==> src/rtl/cordic_arbiter.sv <==
// Two-channel round-robin front end that shares one CORDIC core: it latches a
// winner's operands, starts the core, waits for ready (or times out) and holds the response.
module cordic_arbiter #(
  parameter int W       = 32,
  parameter int TIMEOUT = 1023
) (
  input  logic         clk,
  input  logic         reset,
  input  logic         req_ch0,
  input  logic         req_ch1,
  input  logic         op_ch0,
  input  logic         op_ch1,
  input  logic [W-1:0] angle_ch0,
  input  logic [W-1:0] angle_ch1,
  output logic         grant_ch0,
  output logic         grant_ch1,
  output logic         valid_ch0,
  output logic         valid_ch1,
  input  logic         rack_ch0,
  input  logic         rack_ch1,
  output logic [W-1:0] result_out,
  output logic         err_out,
  output logic         beg_FSM_CORDIC,
  output logic         operation,
  output logic [W-1:0] data_in,
  input  logic         ready_CORDIC,
  input  logic [W-1:0] data_cordic,
  output logic         ACK_FSM_CORDIC
);

  typedef enum logic [2:0] {IDLE, START, WAIT, ACK, RESP} state_t;

  localparam logic [15:0] TO_CNT = 16'(TIMEOUT);

  state_t         state_q;
  logic           sel_q;
  logic           last_q;
  logic [15:0]    cnt_q;
  logic [W-1:0]   result_q;
  logic           err_q;
  logic           op_q;
  logic [W-1:0]   data_q;
  logic           win_d;
  logic           rack_own;

  // On a tie the channel not served last wins; a lone requester always wins.
  always_comb begin
    win_d = req_ch1;
    if (req_ch0 && req_ch1) win_d = ~last_q;
  end

  assign rack_own = sel_q ? rack_ch1 : rack_ch0;

  always_ff @(posedge clk) begin
    if (!reset) begin
      state_q  <= IDLE;
      sel_q    <= 1'b0;
      last_q   <= 1'b1;
      cnt_q    <= '0;
      result_q <= '0;
      err_q    <= 1'b0;
      op_q     <= 1'b0;
      data_q   <= '0;
    end else begin
      case (state_q)
        IDLE: begin
          if (req_ch0 || req_ch1) begin
            sel_q   <= win_d;
            op_q    <= win_d ? op_ch1 : op_ch0;
            data_q  <= win_d ? angle_ch1 : angle_ch0;
            state_q <= START;
          end
        end
        START: begin
          cnt_q   <= '0;
          state_q <= WAIT;
        end
        WAIT: begin
          cnt_q <= cnt_q + 16'd1;
          // A core completion in the timeout cycle still counts as success.
          if (ready_CORDIC) begin
            result_q <= data_cordic;
            err_q    <= 1'b0;
            state_q  <= ACK;
          end else if (cnt_q == TO_CNT) begin
            result_q <= '0;
            err_q    <= 1'b1;
            state_q  <= RESP;
          end
        end
        ACK: state_q <= RESP;
        RESP: begin
          if (rack_own) begin
            last_q  <= sel_q;
            state_q <= IDLE;
          end
        end
        default: state_q <= IDLE;
      endcase
    end
  end

  assign grant_ch0      = (state_q == START) && !sel_q;
  assign grant_ch1      = (state_q == START) &&  sel_q;
  assign beg_FSM_CORDIC = (state_q == START);
  assign ACK_FSM_CORDIC = (state_q == ACK);
  assign valid_ch0      = (state_q == RESP) && !sel_q;
  assign valid_ch1      = (state_q == RESP) &&  sel_q;
  assign result_out     = result_q;
  assign err_out        = err_q;
  assign operation      = op_q;
  assign data_in        = data_q;

endmodule
==> config.mk <==
export PLATFORM = sky130hd
export DESIGN_NAME = cordic_arbiter
export DESIGN_NICKNAME = d
export VERILOG_FILES = /design/src/rtl/cordic_arbiter.sv
export SDC_FILE = /design/constraint.sdc
export NUM_CORES = 1
export LEC_CHECK = 0
export ABC_AREA = 0
export ABC_CLOCK_PERIOD_IN_PS = 2700
export CAP_MARGIN = 40
export CORE_MARGIN = 2
export CORE_UTILIZATION = 41
export DETAILED_ROUTE_END_ITERATION = 12
export HOLD_SLACK_MARGIN = 0.05
export PLACE_DENSITY_LB_ADDON = 0.12
export RECOVER_POWER = 25
export SYNTH_ARGS = -nofsm -noshare
export SYNTH_HDL_FRONTEND = slang
export SYNTH_SLANG_ARGS = --single-unit
==> constraint.sdc <==
create_clock -name clk -period 2.7 [get_ports clk]
set_clock_uncertainty 0.2 [all_clocks]
set_input_delay 0.81 -clock clk [delete_from_list [all_inputs] [get_ports clk]]
set_output_delay 0.81 -clock clk [all_outputs]
set_load 0.01 [all_outputs]
==> reports/results.txt <==
Outcome: complete, no violations
Starting density of the core: 41.6%
Number of global-route vias before repair: 3553
Largest net degree at the start of global routing: 67
Hold Buf Count CTS: 0
Top cell type by total area after synthesis: dfxtp_1
Core ar.: 9110 sq um
GR Overflow Total: 0
Max-Cap Viols: 0
First-pass GRT wire length: 16500 microns
RSZ-0062 raised after global routing: false
Worst-Margin Slew: 0.654 ns
Most frequent cells in the layout: clkdlybuf4s50_1 (170), dfxtp_1 (86), nand2_1 (46)
CP endpoint kind: output port
Post-synth top area share: 45.9%
Die width: 100 microns
DR pass1 iterations: 4
Final Util: 64.6%
Area of the multi-input gates: 1900 sq um
H-tree depth: 3
Share of flip-flops with an asynchronous set or reset: 0%
DRC violations left: 0
Gpl congestion: 0.791
Synth top area cells: dfxtp_1 (46%), mux2i_1 (9.2%), a211oi_1 (6.5%), nand2_1 (4.6%), nor2_1 (4.6%)
Post-synthesis mux area share: 10.1%
GRT Util Overall: 20.2%
Nets@finish: 704
Final ANT Viol Nets: 0
Post-synth EDFFs: 0
Fmax: 0.390 GHz
Fin. Hold Viols: 0
Die area: 10000 sq um
Slew Limit Fails: 0
XOR/XNOR Fraction of Synth Area: 0%
Endpoints failing setup: 0
FILL cells: 782
Critical path type: flip-flop to output port
Min-delay worst type: flip-flop to flip-flop
Port Buffers: 176
DR vias: 3713
PwrDens: 580 nW/um^2
First DRT Iteration DRCs: 114
Vias/cell: 5.20
Detailed Route WL: 10300 microns
CTS tree: yes
Post-Syn Nets: 539
Die height: 100 microns
Post-Synthesis Cell Area: 3790 sq um
DP Wirelength: 7670 microns
CP max FO: 8
CTS Sinks: 87
Synth Area in Adders: 0.330%
WP data required: 1.69 ns
CTS clock-pin slew for the worst setup and hold paths: 0.09 ns
Clk Latency, worst-skew pair: 0.34 ns
Ant diodes: 0
Max-slew headroom: 56.4%
Max rail drop VDD: 0.256 mV
CTS max path bufs: 2
Final min period: 2.57 ns
Critical path launch point type: flip-flop
Setup TNS: 0 ns
Drt wl/cell: 14.4 microns
Total leakage power: 2.12 nW
Share of layout cells above drive strength 1: 6.30%
Worst Path Arrival: 1.56 ns
Syn avg cell area: 8.76 sq um
Compound-Gate Fraction of Synth Area: 22.7%
Mapped Cells: 433
Main synth FF type: dfxtp_1
Initial antenna violation count: 0
CTS buffer count: 9
Area delta synth->final: 55.1%
Synth Area in Simple Gates: 16.5%
Most common cell after layout, fill and taps aside: clkdlybuf4s50_1
Root Buffer: clkbuf_8
IO Pins: 177
Largest family of logic cells by synthesized area: compound AO/OA/AOI/OAI gates
Yosys cell types: 50
Sequential fraction of the synthesis area: 45.9%
Ys Warns: 0
Storage cell area: 1750 sq um
Row cnt: 35
Seq cells post-synth: 87
Fin crit share: 95.1%
-- report_power, final --
part	switching, mW	internal, mW	total [mW]
logic	0.499	0.575	1.07
registers	0.0773	1.43	1.51
clock network	0.467	0.363	0.829
-- synthesized netlist by cell type, drive strengths merged (3+ instances only) --
library cell and instances:
mux2 3, buf 11, a211oi 34, and4 4, and3 3, o21ai 37, a21oi 20, a21boi 25
mux2i 35, nand3 9, nand2 46, or3 5, dfxtp 87, clkbuf 25, nor3b 4, inv 5
nor2 46
-- per-stage QoR --
step / total power, mW / worst slack (ns) / cells / hold slack [ns] / cell area [sq um]
4_1_cts: 3.46 / 0.121 / 714 / 0.277 / 5910
5_1_grt: 3.62 / 0.0215 / 714 / 0.301 / 5880
3_3_place_gp: 2.62 / 0.127 / 698 / 0.256 / 5730
6_report: 3.41 / 0.133 / 714 / 0.274 / 5880
3_5_place_dp: 2.63 / 0.114 / 698 / 0.264 / 5730
2_1_floorplan: 2.05 / 0.330 / 433 / 0.237 / 3790
-- kinds of logic after synthesis --
family	count (synthesis)
buf+inv	42
mux	38
simple gates	134
flops	87
fa+ha+maj	1
compound gates	131
-- worst paths after layout --
path / endpoint / slack [ns] / depth (start not counted) / from
max: valid_ch0 / 0.13 / 4 / state_q[2]$_SDFFE_PN0P_
min: result_out[30]$_SDFFE_PN0P_ / 0.27 / 2 / result_out[30]$_SDFFE_PN0P_
max reg2reg: cnt_q[11]$_SDFFE_PN0P_ / 0.32 / 5 / state_q[1]$_SDFFE_PN0P_
min reg2reg: result_out[30]$_SDFFE_PN0P_ / 0.27 / 2 / result_out[30]$_SDFFE_PN0P_
-- what timing repair did --
action / in CTS / in global routing
endpoints found under the setup margin: 5 / 0
setup buffers: 0 / 0
gates resized for setup: 8 / 0
-- final cells by class --
type / instances / area share (%)
timing repair buffer: 190 / 32.1
inverter: 6 / 0.383
multi-input combinational: 304 / 32.4
tap: 111 / 2.36
clock buffer: 10 / 2.34
sequential: 87 / 29.7
clock inverter: 6 / 0.787
-- flip-flops by register name, summed over array words and instances (netlist names) --
register and flops:
operation 1, cnt_q 16, result_out 32, sel_q 1, data_in 32, last_q 1
err_out 1, state_q 3
-- routing by layer --
metal / track usage, % / part of all wire, % / wire length [microns] / up-vias
li1: - / - / - / 1891
met4: 6.01 / 1.0 / 105 / 0
met3: 7.31 / 8.7 / 891 / 11
met1: 22.3 / 39 / 4060 / 1693
met5: 0 / 0 / 0 / -
met2: 36.4 / 51 / 5230 / 118
-- critical path, stage by stage (launching register included) --
cell	delay, ns
dfxtp_4	0.40
inv_1	0.06
or3_1	0.39
nor2_1	0.09
dlygate4sd2_1	0.27
No activity file was read; power rests on OpenSTA's default activity.
